**config.mk**
```make
export PLATFORM = sky130hd
export DESIGN_NAME = inst_hw_emit
export DESIGN_NICKNAME = d
export VERILOG_FILES = /design/src/rtl/inst_hw_emit_pkg.sv /design/src/rtl/inst_fifo.sv /design/src/rtl/inst_hw_emit.sv
export SDC_FILE = /design/constraint.sdc
export NUM_CORES = 1
export LEC_CHECK = 0
export BUFFER_PORTS_ARGS = -buffer_cell sky130_fd_sc_hd__buf_4
export CORE_MARGIN = 10
export CORE_UTILIZATION = 40
export CTS_CLUSTER_DIAMETER = 50
export DETAILED_ROUTE_END_ITERATION = 10
export GPL_TIMING_DRIVEN = 0
export PLACE_DENSITY_LB_ADDON = 0.15
export SLEW_MARGIN = 20
export SYNTH_ARGS = -nofsm -noshare
export SYNTH_HDL_FRONTEND = slang
export SYNTH_SLANG_ARGS = --single-unit
export TNS_END_PERCENT = 100
```
**constraint.sdc**
```tcl
create_clock -name clk -period 5.3 [get_ports clk]
set_clock_uncertainty 0.15 [all_clocks]
set_input_delay 1.06 -clock clk [delete_from_list [all_inputs] [get_ports clk]]
set_output_delay 1.06 -clock clk [all_outputs]
set_load 0.02 [all_outputs]
```
**src/rtl/inst_hw_emit_pkg.sv**
```systemverilog
// Shared definitions for the halfword emit/fetch pair: length rule, FSM encodings, FIFO entry.
// The optional instruction counters are enabled by defining INST_HW_EMIT_CNT_EN.
package inst_hw_emit_pkg;

    localparam int HW_W = 16;

    localparam logic [1:0] S_IDLE = 2'd0;
    localparam logic [1:0] S_HI   = 2'd1;
    localparam logic [1:0] S_LO   = 2'd2;

    typedef struct packed {
        logic        is32;
        logic [31:0] inst;
    } fifo_entry_t;

    // Same rule the fetch side uses to reassemble halfwords into instructions.
    function automatic logic is_inst32(input logic [HW_W-1:0] hw);
        return (hw[15:13] == 3'b111) && (hw[12:11] != 2'b00);
    endfunction

endpackage

```
**src/rtl/inst_fifo.sv**
```systemverilog
// Synchronous FIFO for whole instructions awaiting serialisation; push while full is ignored.
module inst_fifo #(
    parameter int DEPTH = 4,
    parameter int PTR_W = 2,
    parameter int WIDTH = 33
) (
    input  logic             clk,
    input  logic             rst,
    input  logic             push,
    input  logic [WIDTH-1:0] wr_data,
    input  logic             pop,
    output logic [WIDTH-1:0] rd_data,
    output logic             full,
    output logic             empty
);

    localparam logic [PTR_W:0] DEPTH_CNT = (PTR_W + 1)'(DEPTH);

    logic [WIDTH-1:0] mem [DEPTH];
    logic [PTR_W-1:0] wr_ptr;
    logic [PTR_W-1:0] rd_ptr;
    logic [PTR_W:0]   count;
    logic             do_push;
    logic             do_pop;

    assign full    = (count == DEPTH_CNT);
    assign empty   = (count == '0);
    assign do_push = push & !full;
    assign do_pop  = pop & !empty;
    assign rd_data = mem[rd_ptr];

    // NOTE: storage carries no reset; only the pointers and count define which entries are live.
    always_ff @(posedge clk) begin
        if (do_push) begin
            mem[wr_ptr] <= wr_data;
        end
    end

    // NOTE: sequential state uses non-blocking assignments so every flop samples pre-edge values.
    always_ff @(posedge clk or negedge rst) begin
        if (!rst) begin
            wr_ptr <= '0;
            rd_ptr <= '0;
            count  <= '0;
        end else begin
            if (do_push) wr_ptr <= wr_ptr + PTR_W'(1);
            if (do_pop)  rd_ptr <= rd_ptr + PTR_W'(1);
            case ({do_push, do_pop})
                2'b10:   count <= count + (PTR_W + 1)'(1);
                2'b01:   count <= count - (PTR_W + 1)'(1);
                default: count <= count;
            endcase
        end
    end

endmodule

```
**src/rtl/inst_hw_emit.sv**
```systemverilog
// Halfword emitter: buffers 16/32-bit instructions and streams them out as 16-bit halfwords.
// Define INST_HW_EMIT_CNT_EN to add the cnt16/cnt32 completed-instruction counters.
module inst_hw_emit
    import inst_hw_emit_pkg::*;
#(
    parameter int FIFO_DEPTH = 4,
    parameter int PTR_W      = 2
) (
    input  logic            clk,
    input  logic            rst,
    input  logic [31:0]     in_inst,
    input  logic            in_valid,
    output logic            in_ready,
    output logic [HW_W-1:0] out_hw,
    output logic            out_valid,
    input  logic            out_ready,
    output logic            out_first,
    output logic            busy
`ifdef INST_HW_EMIT_CNT_EN
    ,
    output logic [15:0]     cnt16,
    output logic [15:0]     cnt32
`endif
);

    fifo_entry_t     wr_entry;
    fifo_entry_t     rd_entry;
    logic            full;
    logic            empty;
    logic            pop;
    logic            xfer;
    logic            ready_q;
    logic [1:0]      state;
    logic [HW_W-1:0] lo_hw;
    logic            is32_q;

    assign wr_entry.is32 = is_inst32(in_inst[31:16]);
    assign wr_entry.inst = in_inst;
    // ready_q holds in_ready low through reset and for the edge that releases it.
    assign in_ready      = ready_q & !full;
    assign busy          = !empty | out_valid;

    inst_fifo #(
        .DEPTH (FIFO_DEPTH),
        .PTR_W (PTR_W),
        .WIDTH ($bits(fifo_entry_t))
    ) u_fifo (
        .clk     (clk),
        .rst     (rst),
        .push    (in_valid & in_ready),
        .wr_data (wr_entry),
        .pop     (pop),
        .rd_data (rd_entry),
        .full    (full),
        .empty   (empty)
    );

    // NOTE: every combinational output gets a default first so no path can infer a latch.
    always_comb begin
        xfer = out_valid & out_ready;
        pop  = 1'b0;
        case (state)
            S_IDLE:  pop = !empty;
            S_HI:    pop = xfer & !is32_q & !empty;
            S_LO:    pop = xfer & !empty;
            default: pop = 1'b0;
        endcase
    end

    always_ff @(posedge clk or negedge rst) begin
        if (!rst) begin
            ready_q   <= 1'b0;
            state     <= S_IDLE;
            out_hw    <= '0;
            out_valid <= 1'b0;
            out_first <= 1'b0;
            lo_hw     <= '0;
            is32_q    <= 1'b0;
        end else begin
            ready_q <= 1'b1;
            if (pop) begin
                state     <= S_HI;
                out_hw    <= rd_entry.inst[31:16];
                lo_hw     <= rd_entry.inst[15:0];
                is32_q    <= rd_entry.is32;
                out_valid <= 1'b1;
                out_first <= 1'b1;
            end else if (xfer) begin
                if (state == S_HI && is32_q) begin
                    state     <= S_LO;
                    out_hw    <= lo_hw;
                    out_first <= 1'b0;
                end else begin
                    state     <= S_IDLE;
                    out_valid <= 1'b0;
                    out_first <= 1'b0;
                end
            end
        end
    end

`ifdef INST_HW_EMIT_CNT_EN
    // An instruction completes when its last halfword transfers.
    always_ff @(posedge clk or negedge rst) begin
        if (!rst) begin
            cnt16 <= '0;
            cnt32 <= '0;
        end else if (xfer) begin
            if (state == S_HI && !is32_q && cnt16 != 16'hFFFF) cnt16 <= cnt16 + 16'd1;
            if (state == S_LO && cnt32 != 16'hFFFF)            cnt32 <= cnt32 + 16'd1;
        end
    end
`endif

endmodule
```
==> impl_metrics.ini, run 1 <==
[sta]
totalNegativeSetupSlack_ns = 0
slew_headroom_pct = 47.3
timing.final.crit_share_pct = 54.1
slew_violations = 0
fin_crit_ns = 2.86
setup_viol_count_final = 0
tightest_slew_ns = 0.790
fmax_mhz = 349
report.final.hold_viol_count = 0
hold-worst-slack_ns = 0.358
worst_slack_setup_final_ns = 2.44
setup_repair_after_global_routing_missed_its_margin = no

[floorplanning]
core_area_sq_um = 17200
die_h_um = 152
die_area_sq_um = 23100
die_w_um = 152
initial_utilization_pct = 40.6
rows = 48
ios = 56

[detailed_routing]
drcViolationCount = 0
vias_per_cell = 5.07
first_iter_violations = 199
via_count = 3334
detail_route.wl_per_cell_um = 20.7
detailedRoute.firstPassIterationCount = 4
route.antenna.remaining_nets = 0
wl_mm = 13.6

[synth]
main_combinational_cell_family_by_area_after_synthesis = multiplexers
synthAdderAreaFrac_pct = 1.90
avgSynthCellArea_sq_um = 20.4
ys_types = 37
postSynthCellCount = 341
synth_flop_cell = sky130_fd_sc_hd__edfxtp_1
yosys.area.top_type_share_pct = 56.9
synth.yosys.seq_area_share_pct = 72.7
ys_top_cells_by_area = sky130_fd_sc_hd__edfxtp_1, sky130_fd_sc_hd__dfrtp_1, sky130_fd_sc_hd__mux4_1
syn-cell-area_sq_um = 6970
synth-seq-cells = 176
synth_compound_gate_area_share_pct = 1.63
post-synth-top-area-cell = sky130_fd_sc_hd__edfxtp_1
mappedNetlistNets = 387
number_of_warnings_issued_by_yosys = 0
yosys.area_share.simple_pct = 3.07
multiplexer_share_of_the_synthesized_area_pct = 17.7
share_of_flip_flops_with_an_asynchronous_set_or_reset_after_synthesis_pct = 25.0
synth-xor-area-share_pct = 0.754
synth-edff-count = 132

[run_status]
status = completed

[setup_path]
worst_path_max_delay_cell = sky130_fd_sc_hd__dfrtp_1
critPathKind = flip-flop to flip-flop
timing.critical_path.fanout_max = 10
start_kind = flip-flop
cpMostUsedCell = sky130_fd_sc_hd__ha_1
critical_path.endpoint_type = flip-flop
critPathMaxStageDelay_ns = 0.42
critical_path_required_ns = 5.45
arrival_ns = 3.02
path_cells = inv_1 > ha_1 > nand2b_1 > a41o_1 > buf_6 > nand2_8 > inv_6 > buf_2 > ha_1 > fa_1 > xnor2_1 > nor2_1 > xor2_1

[cells_and_area]
nNetsFinal = 465
total_area_of_multi_input_combinational_cells_sq_um = 1760
fill_cells = 1499
post-route-util_pct = 48.3
syn_to_layout_area_delta_pct = 18.9
area.sequential_sq_um = 5060
final_layout_size_suffix_gt1_share_pct = 31.5
n_antenna_cell = 0

[power_and_ir_drop]
power-per-cell-area_nw_per_um2 = 573
total_leakage_power_nw = 3.17
peakVddDrop_mv = 0.284

[cts]
cts_tree = built
cts_stage_hold_buffer_count = 0
post-cts-setup-buffers = 0
cts_max_level = 4
clock_insertion_delay_worst_skew_ns = 0.42
clk_transition_reported_paths_ns = 0.06
clock_sink_count = 176
cts_resized = 0
clockBufferDepth = 2
cts_inserted_buffers = 17
cts_root_buf = sky130_fd_sc_hd__clkbuf_16

[placement]
pre_cts_slack_ns = 2.07
dpl.hpwl_mm = 9.12
place_congestion = 0.730
io_buffer_count = 55

[run]
timing.max_cap.violations = 0

[global_route]
wire_length_of_the_first_global_routing_pass_mm = 21.4
track_usage_pct = 12.1
first_global_vias = 3645
initial_antenna_violation_count = 0
grt_start_max_net_pins = 45
global_route.overflow_total = 0

[worst_hold_path]
hold_class = flip-flop to flip-flop
-- state kept, by name, indices dropped and copies added, names as in the netlist --
| signal | flops |
|---|---|
| lo_hw | 16 |
| is32_q | 1 |
| out_valid | 1 |
| ready_q | 1 |
| u_fifo.count | 3 |
| state | 2 |
| u_fifo.wr_ptr | 2 |
| out_hw | 16 |
| u_fifo.rd_ptr | 2 |
| u_fifo.mem | 132 |
-- path summary, 6_finish.rpt --
kind	startpoint	endpoint	slack (ns)	depth (start not counted)
max in group asynchronous	rst	lo_hw[10]$_DFFE_PN0N_	4.11	1
min in group asynchronous	rst	lo_hw[14]$_DFFE_PN0N_	0.49	1
hold / removal	lo_hw[0]$_DFFE_PN0N_	lo_hw[0]$_DFFE_PN0N_	0.36	1
setup / recovery	state[0]$_DFFE_PN0P_	u_fifo.count[2]$_DFFE_PN0P_	2.44	13
hold reg to reg	lo_hw[0]$_DFFE_PN0N_	lo_hw[0]$_DFFE_PN0N_	0.36	1
setup reg to reg	state[0]$_DFFE_PN0P_	u_fifo.count[2]$_DFFE_PN0P_	2.44	13
-- metrics by stage --
step	cells	instance area [sq um]	total power, W
6_report	657	8290	0.00475
5_1_grt	657	8290	0.00502
4_1_cts	657	8290	0.00482
3_5_place_dp	625	7770	0.00370
3_3_place_gp	621	7660	0.00365
2_1_floorplan	341	6970	0.00315
-- cell type report --
class	count	share of cell area, %
plain buffers	16	1.52
inverters	6	0.332
repair buffers	59	6.22
clock buffers	23	5.40
flip-flops and latches	176	61.1
clock inverters	9	0.830
well taps	225	3.40
multi-input cells	143	21.2
-- cell usage after synthesis (all sizes together) (4+ instances only) --
master  count
and3        4
buf        13
dfrtp      44
edfxtp    132
ha          9
inv         6
mux2       19
mux2i      16
mux4       33
nand2       9
nand3      17
o21ai      16
xnor2       5
-- kinds of logic after synthesis --
family / count (synthesis)
buffers and inverters: 22
DFF: 176
and+or+nand+nor: 38
adders and majority gates: 10
AOI/OAI and AO/OA: 20
xor gates and xnor gates: 6
other: 1
muxes: 68
-- cells in the final DEF, fill, tap and decap left out, types with 2 or more instances in the layout --
| cell type | Yosys | routed |
|---|---|---|
| sky130_fd_sc_hd__mux2_2 | 6 | 6 |
| sky130_fd_sc_hd__ha_1 | 9 | 9 |
| sky130_fd_sc_hd__edfxtp_1 | 132 | 132 |
| sky130_fd_sc_hd__nand2b_1 | 2 | 2 |
| sky130_fd_sc_hd__buf_4 | 3 | 58 |
| sky130_fd_sc_hd__dfrtp_1 | 44 | 44 |
| sky130_fd_sc_hd__nor2_1 | 2 | 2 |
| sky130_fd_sc_hd__buf_12 | 1 | 2 |
| sky130_fd_sc_hd__inv_1 | 5 | 5 |
| sky130_fd_sc_hd__mux2_4 | 12 | 12 |
| sky130_fd_sc_hd__mux4_1 | 19 | 19 |
| sky130_fd_sc_hd__xnor2_1 | 5 | 5 |
| sky130_fd_sc_hd__mux2i_1 | 16 | 16 |
| sky130_fd_sc_hd__nand2_1 | 8 | 8 |
| sky130_fd_sc_hd__clkinv_2 | 0 | 7 |
| sky130_fd_sc_hd__o21ai_1 | 16 | 16 |
| sky130_fd_sc_hd__buf_2 | 4 | 4 |
| sky130_fd_sc_hd__nand3_1 | 17 | 17 |
| sky130_fd_sc_hd__mux4_2 | 14 | 14 |
| sky130_fd_sc_hd__clkbuf_1 | 3 | 9 |
| sky130_fd_sc_hd__and3_2 | 0 | 4 |
| sky130_fd_sc_hd__buf_6 | 3 | 3 |
| sky130_fd_sc_hd__clkbuf_16 | 0 | 17 |
| sky130_fd_sc_hd__buf_16 | 0 | 3 |
-- worst max-delay path: cells and delay by family, from the launching register on --
kind | cells | cell delay (ns)
buf+inv | 4 | 0.51
xor+xnor | 2 | 0.30
flops | 1 | 0.42
fa+ha+maj | 3 | 0.85
simple gates | 3 | 0.27
compound gates | 1 | 0.24
-- power breakdown --
group,leakage (nW),switching [W],total [W],internal (W)
Combinational,1.19,0.000865,0.00170,0.000838
Clock,0.260,0.000473,0.00111,0.000639
Sequential,1.72,0.000147,0.00193,0.00179
Total,3.17,0.00148,0.00475,0.00326
-- layer usage --
layer / part of all wire [%] / routed length (um) / vias to the layer above / track usage, %
met4: 1.2 / 165 / 0 / 4.59
met1: 46 / 6220 / 1746 / 15.5
met2: 49 / 6720 / 57 / 19.1
met3: 3.8 / 518 / 14 / 3.39
met5: 0 / 0 / - / 0
li1: - / - / 1517 / -
Note: power is estimated with default switching activity, not from simulation.
==> run 2: changes to the inputs <==
- clock period: 5.3 -> 2.7 ns (I/O delays scaled with it)
==> run 2 against run 1 <==
Against the previous run:
- power up 100%
- wire length up 1.2%
- clock power up 110%
- cell count up 0.30%
- largest power group unchanged
==> impl_metrics.ini, run 2 (synthesis results as in run 1) <==
[run_status]
status = completed

[placement]
place_congestion = 0.713
pre_cts_slack_ns = -0.160
io_buffer_count = 55
dpl.hpwl_mm = 9.09
detailed_place.area_sq_um = 7770

[sta]
setup_repair_after_global_routing_missed_its_margin = no
slew_violations = 0
worst_slack_setup_final_ns = 0.141
fmax_mhz = 391
timing.final.crit_share_pct = 94.8
tightest_slew_ns = 0.799
hold-worst-slack_ns = 0.162
slew_headroom_pct = 46.8
fin_crit_ns = 2.56
setup_viol_count_final = 0
report.final.hold_viol_count = 0

[global_route]
grt_start_max_net_pins = 45
initial_antenna_violation_count = 0
first_global_vias = 3658
wire_length_of_the_first_global_routing_pass_mm = 21.7
global_route.overflow_total = 0
track_usage_pct = 12.3

[detailed_routing]
vias_per_cell = 5.09
route.antenna.remaining_nets = 0
wl_mm = 13.8
first_iter_violations = 200
detail_route.wl_per_cell_um = 20.9
via_count = 3352
drcViolationCount = 0
detailedRoute.firstPassIterationCount = 4

[cts]
cts_inserted_buffers = 17
cts_tree = built
cts_root_buf = sky130_fd_sc_hd__clkbuf_16
cts_max_level = 4
clk_transition_reported_paths_ns = 0.06
clockBufferDepth = 2
clock_insertion_delay_worst_skew_ns = 0.42
clock_sink_count = 176

[setup_path]
worst_setup_path_endpoint = u_fifo.count[2]$_DFFE_PN0P_
arrival_ns = 2.75
ff_to_ff_end = u_fifo.count[2]$_DFFE_PN0P_
r2r.worst_path.cells = 12
timing.critical_path.from = state[0]$_DFFE_PN0P_
regToRegSetupSlack_ns = 0.14
r2r_start = state[0]$_DFFE_PN0P_
critical_path.endpoint_type = flip-flop
timing.critical_path.fanout_max = 17
critPathKind = flip-flop to flip-flop
critical_path_required_ns = 2.89
start_kind = flip-flop

[cells_and_area]
largest-register = u_fifo.mem
stdcell_area_sq_um = 8370
syn_to_layout_area_delta_pct = 20.1
largest_reg_flops = 132
mostFrequentLayoutCells = sky130_fd_sc_hd__edfxtp_1, sky130_fd_sc_hd__buf_4, sky130_fd_sc_hd__dfrtp_1, sky130_fd_sc_hd__mux4_1
final_common_cell = sky130_fd_sc_hd__edfxtp_1
final_layout_size_suffix_gt1_share_pct = 33.4
n_antenna_cell = 0
nNetsFinal = 467
largest_registers = u_fifo.mem: 132 flops, lo_hw: 16 flops, out_hw: 16 flops

[power_and_ir_drop]
power.net_switching_w = 0.00303
share_comb_of_total_power_pct = 35.3
share_seq_of_total_power_pct = 39.8
power_report.internal_total_w = 0.00652
p_clk_share_pct = 24.9
total_leakage_power_nw = 3.20
peakVddDrop_mv = 0.601
netSwitchingFraction_pct = 31.7
fin_total_pwr_w = 0.00954
power-per-cell-area_nw_per_um2 = 1140

[floorplanning]
core_area_sq_um = 17200
die_w_um = 152
ios = 56
die_h_um = 152
die_area_sq_um = 23100
initial_utilization_pct = 40.6
rows = 48

[run]
timing.max_cap.violations = 0

[worst_hold_path]
hold_class = input port to flip-flop
run 2: cell types whose count changed in the layout (fill, tap and decap cells not counted), sizes merged:
cell         previous run  this run
inv                     6        10
dlygate4sd3             0         1
buf                    72        73
clkbuf                 26        24
clkinvlp                0         2
clkinv                  8         4
run 2: how the worst min path moves through the flow:
stage / start / endpoint / slack, ns / cells past startpoint
6_report: in_inst[7] / u_fifo.mem[1][7]$_DFFE_PP_ / 0.16 / 1
2_1_floorplan: rst / is32_q$_DFFE_PN0N_ / 0.09 / 0
3_5_place_dp: lo_hw[12]$_DFFE_PN0N_ / lo_hw[12]$_DFFE_PN0N_ / 0.35 / 1
4_1_cts: in_inst[23] / u_fifo.mem[3][23]$_DFFE_PP_ / 0.15 / 1
5_1_grt: in_inst[5] / u_fifo.mem[2][5]$_DFFE_PP_ / 0.14 / 1
3_3_place_gp: lo_hw[0]$_DFFE_PN0N_ / lo_hw[0]$_DFFE_PN0N_ / 0.34 / 1
run 2: worst max-delay path: stages, from the launching register on:
cell	delay, ns
sky130_fd_sc_hd__dfrtp_2	0.38
sky130_fd_sc_hd__inv_1	0.06
sky130_fd_sc_hd__ha_1	0.18
sky130_fd_sc_hd__nand2b_1	0.13
sky130_fd_sc_hd__a41o_1	0.25
sky130_fd_sc_hd__buf_6	0.15
sky130_fd_sc_hd__nand2_8	0.08
sky130_fd_sc_hd__inv_6	0.09
sky130_fd_sc_hd__ha_2	0.21
sky130_fd_sc_hd__fa_1	0.38
sky130_fd_sc_hd__xnor2_1	0.13
sky130_fd_sc_hd__nor2_1	0.11
sky130_fd_sc_hd__xor2_1	0.16
run 2: final cells by class:
cell class                      instances  area, sq um
Fill cell                            1474         8810
Inverter                                6         27.5
Clock buffer                           21          470
Clock inverter                         11          104
Tap cell                              225          282
Multi-Input combinational cell        143         1760
Sequential cell                       176         5070
Buffer                                 15          121
Timing Repair Buffer                   62          541
run 2: power by group through the flow:
stage               logic (W)  registers, W  clock network (W)
floorplan             0.00225       0.00393                  0
global placement      0.00333       0.00386                  0
detailed placement    0.00343       0.00386                  0
CTS                   0.00342       0.00381            0.00242
global route          0.00368       0.00386            0.00255
finish                0.00337       0.00380            0.00238
run 2: through the flow:
stage	instances	TNS [ns]	utilization (%)
floorplan	341	0	-
detailed placement	625	-0.275	45.3
global placement	621	-46.74	44.6
CTS	657	0	48.6
global route	659	0	48.7
finish	659	0	48.7
run 2: timing repair:
action / in CTS / in global routing
resized for setup: 0 / 1
endpoints found under the hold margin: 44 / 0
hold buffers: 1 / 0
buffers inserted: 0 / 2
setup endpoints to repair: 2 / 1
run 2: layer usage:
layer	GRT usage (%)	up-vias	wire (um)
li1	-	1524	-
met1	16.1	1761	6490
met2	19.5	57	6750
met3	3.44	10	428
met4	3.71	0	131
met5	0	-	0
